<file path="config.mk">
export PLATFORM = sky130hd
export DESIGN_NAME = fir_out_stage
export DESIGN_NICKNAME = d
export VERILOG_FILES = /design/src/rtl/fir_pkg.sv /design/src/rtl/fir_out_fifo.sv /design/src/rtl/fir_out_stage.sv
export SDC_FILE = /design/constraint.sdc
export NUM_CORES = 1
export LEC_CHECK = 0
export BUFFER_PORTS_ARGS = -buffer_cell sky130_fd_sc_hd__buf_2
export CAP_MARGIN = 20
export CORE_MARGIN = 4
export CORE_UTILIZATION = 35
export DETAILED_ROUTE_END_ITERATION = 8
export PLACE_DENSITY_LB_ADDON = 0.12
export SYNTH_ARGS = -nofsm -noshare
export SYNTH_HDL_FRONTEND = slang
export SYNTH_SLANG_ARGS = --single-unit
</file>
<file path="constraint.sdc">
create_clock -name clk_10khz -period 4.3 [get_ports clk_10khz]
set_input_delay 0.86 -clock clk_10khz [delete_from_list [all_inputs] [get_ports clk_10khz]]
set_output_delay 0.86 -clock clk_10khz [all_outputs]
set_load 0.1 [all_outputs]
</file>
<file path="src/rtl/fir_pkg.sv">
// Shared widths, saturation limits and quantisation helpers for the FIR output path.
package fir_pkg;

    localparam int unsigned FIR_ACC_W    = 32;
    localparam int unsigned FIR_SAMPLE_W = 16;

    typedef logic signed [FIR_SAMPLE_W-1:0] sample_t;

    localparam sample_t SAT_MAX = 16'sh7FFF;
    localparam sample_t SAT_MIN = 16'sh8000;

    // True when the scaled accumulator does not fit a signed 16-bit sample.
    function automatic logic out_of_range(input logic signed [FIR_ACC_W:0] v);
        return v[FIR_ACC_W:FIR_SAMPLE_W-1] !=
               {(FIR_ACC_W-FIR_SAMPLE_W+2){v[FIR_SAMPLE_W-1]}};
    endfunction

    function automatic sample_t saturate16(input logic signed [FIR_ACC_W:0] v);
        if (!out_of_range(v)) begin
            return v[FIR_SAMPLE_W-1:0];
        end
        return v[FIR_ACC_W] ? SAT_MIN : SAT_MAX;
    endfunction

endpackage

</file>
<file path="src/rtl/fir_out_fifo.sv">
// Output sample FIFO: level-derived full/empty, pointers wrap modulo DEPTH, sticky drop flag.
module fir_out_fifo #(
    parameter int unsigned DEPTH = 8,
    parameter int unsigned WIDTH = 16
) (
    input  logic                     clk,
    input  logic                     rst_n,
    input  logic                     push,
    input  logic [WIDTH-1:0]         din,
    input  logic                     ready,
    output logic [WIDTH-1:0]         dout,
    output logic                     valid,
    output logic [$clog2(DEPTH):0]   level,
    output logic                     overflow
);

    localparam int unsigned AW = $clog2(DEPTH);
    localparam logic [AW:0] FULL_LVL = DEPTH[AW:0];

    logic [WIDTH-1:0] mem [DEPTH];
    logic [AW-1:0]    rd_ptr;
    logic [AW-1:0]    wr_ptr;
    logic             full;
    logic             pop;
    logic             accept;

    // A push into a full FIFO still lands when the head leaves on the same edge.
    always_comb begin
        full   = (level == FULL_LVL);
        valid  = (level != '0);
        pop    = valid && ready;
        accept = push && (!full || pop);
        dout   = valid ? mem[rd_ptr] : '0;
    end

    always_ff @(posedge clk) begin
        if (accept) begin
            mem[wr_ptr] <= din;
        end
    end

    always_ff @(posedge clk or negedge rst_n) begin
        if (!rst_n) begin
            rd_ptr   <= '0;
            wr_ptr   <= '0;
            level    <= '0;
            overflow <= 1'b0;
        end else begin
            if (accept) begin
                wr_ptr <= wr_ptr + 1'b1;
            end
            if (pop) begin
                rd_ptr <= rd_ptr + 1'b1;
            end
            unique case ({accept, pop})
                2'b10:   level <= level + 1'b1;
                2'b01:   level <= level - 1'b1;
                default: level <= level;
            endcase
            if (push && !accept) begin
                overflow <= 1'b1;
            end
        end
    end

endmodule

</file>
<file path="src/rtl/fir_out_stage.sv">
// FIR output stage: round/saturate the accumulator to 16 bits, then buffer in fir_out_fifo.
// Define FIR_OUT_SAT_CNT_EN to add the sat_cnt port and saturation counter.
module fir_out_stage
    import fir_pkg::*;
#(
    parameter int unsigned FRAC_BITS = 15,
    parameter int unsigned DEPTH     = 8
) (
    input  logic                    clk_10khz,
    input  logic                    rst_n,
    input  logic [FIR_ACC_W-1:0]    y_in,
    input  logic                    y_valid,
    output logic [FIR_SAMPLE_W-1:0] dout,
    output logic                    dout_valid,
    input  logic                    dout_ready,
    output logic                    overflow,
    output logic [$clog2(DEPTH):0]  level
`ifdef FIR_OUT_SAT_CNT_EN
    ,
    output logic [7:0]              sat_cnt
`endif
);

    localparam logic signed [FIR_ACC_W:0] ROUND = {{FIR_ACC_W{1'b0}}, 1'b1} << (FRAC_BITS - 1);

    logic signed [FIR_ACC_W:0] scaled;
    sample_t                   q;
    logic                      q_valid;

    always_comb begin
        scaled = ($signed({y_in[FIR_ACC_W-1], y_in}) + ROUND) >>> FRAC_BITS;
    end

    always_ff @(posedge clk_10khz or negedge rst_n) begin
        if (!rst_n) begin
            q       <= '0;
            q_valid <= 1'b0;
        end else begin
            q_valid <= y_valid;
            if (y_valid) begin
                q <= saturate16(scaled);
            end
        end
    end

    fir_out_fifo #(
        .DEPTH (DEPTH),
        .WIDTH (FIR_SAMPLE_W)
    ) u_fifo (
        .clk      (clk_10khz),
        .rst_n    (rst_n),
        .push     (q_valid),
        .din      (q),
        .ready    (dout_ready),
        .dout     (dout),
        .valid    (dout_valid),
        .level    (level),
        .overflow (overflow)
    );

`ifdef FIR_OUT_SAT_CNT_EN
    localparam logic [$clog2(DEPTH):0] FULL_LVL = DEPTH[$clog2(DEPTH):0];

    logic q_sat;
    logic accepted;

    always_ff @(posedge clk_10khz or negedge rst_n) begin
        if (!rst_n) begin
            q_sat <= 1'b0;
        end else if (y_valid) begin
            q_sat <= out_of_range(scaled);
        end
    end

    // Mirrors the FIFO accept rule so dropped samples are not counted.
    always_comb begin
        accepted = q_valid && ((level != FULL_LVL) || (dout_valid && dout_ready));
    end

    always_ff @(posedge clk_10khz or negedge rst_n) begin
        if (!rst_n) begin
            sat_cnt <= '0;
        end else if (accepted && q_sat && (sat_cnt != 8'hFF)) begin
            sat_cnt <= sat_cnt + 8'd1;
        end
    end
`endif

endmodule

</file>
==> results of run 1 <==
through the flow:
step	area, sq um	total power, uW	hold WS, ps
6_report	7680	5990	458
3_3_place_gp	7130	4710	482
2_1_floorplan	6590	4200	487
5_1_grt	7680	6280	500
4_1_cts	7680	6090	463
3_5_place_dp	7140	4730	473
state kept, by name, summed over array words and instances, names as in the netlist:
name	count
u_fifo.level	4
u_fifo.rd_ptr	3
q_valid	1
u_fifo.overflow	1
u_fifo.wr_ptr	3
q	16
u_fifo.mem	128
power groups by stage:
stage / combinational, uW / clock, uW / sequential, uW
after floorplan: 1990 / 0 / 2200
after global placement: 2560 / 0 / 2150
after detailed placement: 2570 / 0 / 2160
after CTS: 2580 / 1380 / 2130
after global routing: 2670 / 1450 / 2160
final: 2520 / 1340 / 2120
logic make-up (layout without fill, tap and decap cells):
logic type | after synthesis | count (layout) | synth area share [%]
flops | 156 | 156 | 69.0
simple gates | 95 | 95 | 6.88
mux | 51 | 51 | 13.9
compound gates | 33 | 33 | 4.84
xor+xnor | 21 | 21 | 2.79
buf+inv | 21 | 92 | 1.48
fa+ha+maj | 6 | 6 | 1.14
cells in the final DEF (no fill, tap or decap), types with 3 or more instances in the layout:
cell	count
inv_6	7
mux4_2	32
clkinvlp_4	3
o21ai_0	4
buf_2	43
clkbuf_16	17
nor2b_1	3
edfxtp_1	128
nor3_1	3
xnor2_1	10
a211oi_2	11
ha_1	6
clkinv_2	3
xor2_1	11
nand2b_1	3
inv_1	4
nand2_1	21
dfrtp_1	27
nor2_1	45
nand4_1	4
buf_4	11
a211oi_1	5
mux2i_1	17
nor3_2	3
nand3_1	4
path summary, 6_finish.rpt:
check                                 startpoint                to  slack, ps  cells past startpoint
worst max-delay path            u_fifo.rd_ptr[0]           dout[3]        940                      5
worst min-delay path                       rst_n   u_fifo.level[0]        460                      1
worst max register to register   u_fifo.level[2]   u_fifo.level[2]       1840                     10
max in group asynchronous                  rst_n  u_fifo.rd_ptr[0]       3400                      1
worst min register to register   u_fifo.overflow   u_fifo.overflow        480                      1
min in group clk_10khz           u_fifo.overflow   u_fifo.overflow        480                      1
worst reg2reg max path: stages (launching register included):
cell	delay [ps]
dfrtp_1	460
nor4_4	290
buf_4	280
nor2b_1	160
ha_1	280
xor2_1	170
ha_1	190
a21oi_1	140
xor2_1	160
nor2_1	70
xor2_1	140
final cells by class:
cell class | count | area, sq um
fillers | 1658 | 10500
flip-flops and latches | 156 | 4550
multi-input cells | 206 | 1960
clock buffers | 18 | 429
repair buffers | 56 | 329
well taps | 229 | 287
clock inverters | 14 | 108
inverters | 4 | 15.0
metal layers:
metal / share of wire (%) / up-vias
met3: 3.2 / 19
met5: 0 / -
met2: 49 / 57
li1: - / 1611
met4: 2.2 / 0
met1: 45 / 1716
==> metrics.txt, run 1 <==
Synth Area per Inst=17.2 sq um; worst setup margin=942 ps; first-pass GRT wire length=20200 um; GR Util met3=3.09%; delay-heaviest family, CP=multiplexers; Fin Setup TNS=0 ps; share of Yosys cell area claimed by the top area cell type=58.4%; clk_skew=6.75 ps; vias in the first global route=3577; Cell Area, Synth=6590 sq um; Syn. warnings=0; critical path required time=3440 ps; antenna violations before repair=0; Max Clk Rate=0.298 GHz; core area=18200 sq um; Clock power frac=22.4%; total grt overflow=0; Synth Register Bits=156; Critical Path Source Type=register; count leader, synth=edfxtp_1; VDD IR max=0.333 mV; CP max stage cell=dfrtp_2; largest fanout on the critical path=21; CTS tree=yes; row count=49; switching share of power=44.5%; NetSw=2660 uW; max incr delay on CP=690 ps; IO Pins=58; Pre-antenna DRT Iters=4; Non-Filler Instances=683; max_cap viols=0; Ant. Diodes=0; Logic pwr share=42.2%; share of layout cells above drive strength 1=31.7%; Slew HR=40.1%; max-slew violation count=0; Cell Int Power=3320 uW; post-CTS setup buffers=0; largest net degree at the start of global routing=35; leakage=0.00266 uW; wire per inst=18.6 um; Fin. Hold Viols=0; routed vias=3403; clock latency on the worst-skew pair=420 ps; FFs w/ async S/R, synth=17.9%; Area contributors post-synth=edfxtp_1 58%, mux4_2 11%, dfrtp_1 11%; DIE HEIGHT=145 um; post-synthesis cell type count=42; met1 global-route usage=16.2%; Setup WS pre-CTS=1260 ps; post-cts gate resize count=0; Synth area leader=edfxtp_1; Nets=483; Max clock buf depth=2; die area=21100 sq um; hold crit path type=primary input to async pin; Arr. time, crit path=2500 ps; WP buf/inv=2; Reg power frac=35.4%; Top FF cell, synth=edfxtp_1; Die W=145 um; total track usage=12.7%; DR iter-0 viols=179; clock sink count=156; RSZ-0062 raised after global routing=false; fin util=42.2%; CTS clk-pin slew, worst paths=60 ps; starting density of the core=36.2%; area added between synthesis and finish=16.5%; cts bufs inserted=17; minimum clock period=3360 ps; number of synthesized flops with an enable pin=128; period utilization=78.1%; H-tree Lvls=4; Crit. End Element=output port; post-synthesis sequential area ratio=69.0%; outcome=complete, no violations; Antenna Violating Nets Remaining=0; gr busiest metal=met2; vias per inst=4.98; Global Route met2 Usage=20.9%; syn_nets=425; Least-Margin Pin Slew=899 ps; Final GP Congestion=0.796; CP cell instances=buf_12 > mux4_2 > mux2i_1 > nor2_1 > buf_2; Setup Viol. Count Final=0; PortBufs=43; WL final=12700 um; Synth top cells by count=128 x edfxtp_1, 45 x nor2_1, 32 x mux4_2; DP Cell Count=651; root cell of the clock tree=clkbuf_16; power per cell area=780 nW/um^2; HPWL Detailed=8080 um; CP Class=register to output port; Post-CTS Hold Buffers=0; Post-route DRC=0; Post-Synthesis Cells=383
(Power assumes the default switching activity.)
==> run 2: changes to the inputs <==
==> constraint.sdc (replaced) <==
create_clock -name clk_10khz -period 3.4 [get_ports clk_10khz]
set_input_delay 0.68 -clock clk_10khz [delete_from_list [all_inputs] [get_ports clk_10khz]]
set_output_delay 0.68 -clock clk_10khz [all_outputs]
set_load 0.1 [all_outputs]
==> metrics.txt, run 2 (synthesized netlist as in run 1, its figures left out) <==
vias per inst=5.01 (+0.56%); RSZ-0062 raised after global routing=false; WL final=13200 um (+3.5%); PortBufs=43 (unchanged); Ant. Diodes=0 (unchanged); CTS tree=yes; largest net degree at the start of global routing=29 (-17%); wire per inst=19.2 um (+3.2%); post-CTS setup buffers=0 (unchanged); Critical Path Source Type=register; largest registers=u_fifo.mem: 128 flops, q: 16 flops, u_fifo.level: 4 flops; Post-route DRC=0 (unchanged); worst-case reg-to-reg path depth=10 (unchanged); share of layout cells above drive strength 1=31.4% (-0.36 points); Die W=145 um (unchanged); total grt overflow=0 (unchanged); largest reg by FF count=u_fifo.mem; root cell of the clock tree=clkbuf_16; Post-CTS Hold Buffers=0 (unchanged); Antenna Violating Nets Remaining=0 (unchanged); power per cell area=984 nW/um^2 (+26%); antenna violations before repair=0 (unchanged); Nets=485 (+0.41%); area added between synthesis and finish=16.4%; CP Class=register to output port; Max clock buf depth=2 (unchanged); IO Pins=58 (unchanged); leakage=0.00266 uW (about the same); post-cts gate resize count=0 (unchanged); Pwr Total=7540 uW (+26%); Final GP Congestion=0.808 (+1.4%); Setup Viol. Count Final=0 (unchanged); Fin. Hold Viols=0 (unchanged); H-tree Lvls=4 (unchanged); Least-Margin Pin Slew=886 ps (-12.8 ps); hold crit path type=primary input to async pin; DR iter-0 viols=134 (-25%); clk_skew=8.52 ps (+1.78 ps); outcome=complete, no violations; Largest register FFs=128 (unchanged); Arr. time, crit path=2290 ps (-210 ps); Fin Setup TNS=0 ps (unchanged); max_cap viols=0 (unchanged); starting density of the core=36.2% (unchanged); Max Clk Rate=0.337 GHz; Crit. End Element=output port; first-pass GRT wire length=20900 um (+3.5%); Slew HR=40.9% (+0.85 points); FF-to-FF Start=u_fifo.level[2]; die area=21100 sq um (unchanged); critical path required time=2720 ps (-720 ps); HPWL Detailed=8230 um (+1.9%); minimum clock period=2970 ps; clock sink count=156 (unchanged); setup slack, reg-to-reg=940 ps (-900 ps); Pre-antenna DRT Iters=4 (unchanged); vias in the first global route=3627 (+1.4%); clock latency on the worst-skew pair=420 ps (about the same); DIE HEIGHT=145 um (unchanged); crit path from=u_fifo.rd_ptr[0]; period utilization=87.3%; DP Cell Count=653 (+0.31%); most frequent cells in the layout=128 x edfxtp_1, 45 x nor2_1, 43 x buf_2; R2R Path End=u_fifo.level[2]; most common cell after layout, fill and taps aside=edfxtp_1; total track usage=13.1% (+0.38 points); VDD IR max=0.523 mV (+57%); largest fanout on the critical path=8 (-62%); cts bufs inserted=17 (unchanged); max-slew violation count=0 (unchanged); CTS clk-pin slew, worst paths=60 ps (about the same); row count=49 (unchanged); Non-Filler Instances=685 (+0.29%); routed vias=3432 (+0.85%); core area=18200 sq um (unchanged)
## run 2: changes by cell type in the layout (fill, tap and decap cells not counted), sizes merged
cell / before / now
buf: 56 / 58
inv: 11 / 5
clkbuf: 18 / 19
clkinv: 4 / 9
## run 2: per-stage QoR
stage	hold WS, ps	setup slack [ps]	util (%)	cell area (sq um)
after global routing	327	259	42.1	7660
after floorplan	384	-177	-	6590
after detailed placement	467	569	39.3	7150
final	276	430	42.1	7660
after global placement	461	423	39.2	7140
after CTS	289	355	42.1	7660
## run 2: cell type report
cell class              instances  area [sq um]
flip-flops and latches        156          4550
inverters                       4          15.0
clock inverters                13          77.6
multi-input cells             206          1960
well taps                     229           287
fillers                      1661         10500
clock buffers                  19           433
repair buffers                 58           344
## run 2: worst max-delay path by stage
stage / to / slack (ps) / cells after the start
5_1_grt: dout[6] / 260 / 5
4_1_cts: dout[6] / 350 / 5
2_1_floorplan: dout[10] / -180 / 4
6_report: dout[6] / 430 / 5
3_5_place_dp: q[13] / 570 / 7
3_3_place_gp: q[14] / 420 / 7
## run 2: critical path: stages (launching register included)
cell     delay [ps]
dfrtp_2         520
buf_4           280
mux4_2          530
mux2i_1         190
nor2_1           60
buf_2           300
## run 2: metal layers
layer	vias to the layer above	global-route usage (%)	part of all wire (%)	wire length, um
li1	1609	-	-	-
met1	1749	18.0	48	6320
met2	59	20.5	47	6250
met3	15	3.24	3.0	396
met4	0	4.70	1.4	189
met5	-	0	0	0
## run 2: report_power, final
part / switching, uW / total [uW] / internal, uW
clock: 723 / 1640 / 920
sequential: 218 / 2630 / 2410
combinational: 2410 / 3270 / 864
total: 3350 / 7540 / 4190
==> run 3: changes to the inputs <==
--- a/config.mk
+++ b/config.mk
@@ -7,6 +7,8 @@
 export LEC_CHECK = 0
 export BUFFER_PORTS_ARGS = -buffer_cell sky130_fd_sc_hd__buf_2
 export CAP_MARGIN = 20
+export CELL_PAD_IN_SITES_DETAIL_PLACEMENT = 1
+export CELL_PAD_IN_SITES_GLOBAL_PLACEMENT = 2
 export CORE_MARGIN = 4
 export CORE_UTILIZATION = 35
 export DETAILED_ROUTE_END_ITERATION = 8
==> metrics.txt, run 3 (synthesized netlist as in run 1, its figures left out) <==
Pre-antenna DRT Iters=4 (unchanged); DIE HEIGHT=145 um (unchanged); DR iter-0 viols=189 (+41%); H-tree Lvls=4 (unchanged); first-pass GRT wire length=22300 um (+6.6%); total grt overflow=0 (unchanged); max_cap viols=0 (unchanged); FF-to-FF Start=u_fifo.level[1]; max incr delay on CP=650 ps (+120 ps); max-slew violation count=0 (unchanged); setup slack, reg-to-reg=980 ps (+40 ps); Setup WS pre-CTS=411 ps (-158 ps); Non-Filler Instances=687 (+0.29%); starting density of the core=36.2% (unchanged); total track usage=14.0% (+0.93 points); fin util=43.0% (+0.92 points); Crit. End Element=output port; DP Cell Count=655 (+0.31%); Die W=145 um (unchanged); Max Clk Rate=0.321 GHz (-4.8%); clk_skew=9.47 ps (+0.943 ps); outcome=complete, no violations; wire per inst=20.6 um (+7.0%); vias per inst=5.11 (+2.0%); CTS tree=yes; Least-Margin Pin Slew=931 ps (+45.2 ps); Post-DP Area=7180 sq um (+0.33%); crit path from=u_fifo.rd_ptr[0]; Ant. Diodes=0 (unchanged); leakage=0.00274 uW (+2.9%); IO Pins=58 (unchanged); Antenna Violating Nets Remaining=0 (unchanged); VDD IR max=0.431 mV (-18%); share of layout cells above drive strength 1=32.3% (+0.95 points); critical path required time=2720 ps (about the same); Post-CTS Hold Buffers=0 (unchanged); root cell of the clock tree=clkbuf_16; largest net degree at the start of global routing=35 (+21%); antenna violations before repair=0 (unchanged); die area=21100 sq um (unchanged); Fin. Hold Viols=0 (unchanged); R2R Path End=u_fifo.level[3]; clock latency on the worst-skew pair=420 ps (about the same); most frequent cells in the layout=128 x edfxtp_1, 45 x nor2_1, 43 x buf_2; Max clock buf depth=2 (unchanged); clock sink count=156 (unchanged); Final GP Congestion=0.765 (-5.4%); FILL cells=1794 (+8.0%); largest reg by FF count=u_fifo.mem; row count=49 (unchanged); CP max stage cell=dfrtp_4; Slew HR=37.9% (-3.0 points); Critical Path Source Type=register; post-route cell area=7830 sq um (+2.2%); CP cell instances=buf_12 > mux4_2 > mux2i_1 > nor2_1 > buf_2; Arr. time, crit path=2440 ps (+150 ps); core area=18200 sq um (unchanged); end of the critical path=dout[4]; largest registers=u_fifo.mem: 128 flops, q: 16 flops, u_fifo.level: 4 flops; Largest register FFs=128 (unchanged); worst setup margin=282 ps (-148 ps); worst-case reg-to-reg path depth=10 (unchanged); area added between synthesis and finish=18.9%; HPWL Detailed=9050 um (+9.9%); most common cell after layout, fill and taps aside=edfxtp_1; Post-route DRC=0 (unchanged); CP Class=register to output port; largest fanout on the critical path=19 (+11); smallest hold slack=284 ps (+8.11 ps); hold crit path type=primary input to async pin; minimum clock period=3120 ps (+148 ps); CTS clk-pin slew, worst paths=60 ps (about the same); period utilization=91.7% (+4.4 points); cts bufs inserted=17 (unchanged); power per cell area=1010 nW/um^2 (+3.0%); vias in the first global route=3827 (+5.5%); Setup Viol. Count Final=0 (unchanged); Nets=487 (+0.41%); WL final=14100 um (+7.4%); routed vias=3510 (+2.3%); PortBufs=43 (unchanged); RSZ-0062 raised after global routing=false
run 3: changes by cell type in the layout (fill, tap and decap cells not counted), sizes merged:
cell,before,now
bufinv,0,2
buf,58,60
clkinv,9,4
clkbuf,19,22
run 3: critical path, delay by kind of cell (launching register included):
family / cells / cell delay (ps)
DFF: 1 / 650
buffers and inverters: 2 / 550
and+or+nand+nor: 1 / 60
muxes: 2 / 740
run 3: how the worst min path moves through the flow:
stage                                 end  cells past startpoint  slack (ps)       startpoint
after floorplan                      q[0]                      0         380            rst_n
after global placement    u_fifo.overflow                      1         460  u_fifo.overflow
after detailed placement  u_fifo.overflow                      1         460  u_fifo.overflow
after CTS                         q_valid                      1         300            rst_n
after global routing      u_fifo.level[2]                      1         330            rst_n
final                     u_fifo.level[2]                      1         280            rst_n
run 3: layout make-up:
class	instances	area (sq um)	area share, %
clock buffers	22	529	6.76
clock inverters	10	123	1.57
inverters	4	15.0	0.192
multi-input cells	206	1960	25.1
flip-flops and latches	156	4550	58.1
well taps	229	287	3.66
repair buffers	60	368	4.70
run 3: what timing repair did:
item,4_1_cts,5_1_grt
resized for setup,0,1
endpoints found under the setup margin,0,2
endpoints found under the hold margin,0,0
buffers inserted,0,0
run 3: through the flow:
stage                     setup TNS, ps  power [uW]
after floorplan                   -1600        5310
after global placement                0        6000
after detailed placement              0        6040
after CTS                             0        8060
after global routing                  0        8310
final                                 0        7940
run 3: routing by layer:
metal  track usage (%)  up-vias  wire [um]
li1                  -     1622          -
met1              18.2     1820       6510
met2              23.5       53       7030
met3              2.96       15        361
met4              5.13        0        229
met5                 0        -          0
run 3: where the power goes:
| part | internal, uW | switching (uW) | leakage, uW |
|---|---|---|---|
| Combinational | 864 | 2400 | 0.000946 |
| Clock | 1260 | 754 | 0.000309 |
| Sequential | 2410 | 252 | 0.00148 |
| Total | 4540 | 3410 | 0.00274 |
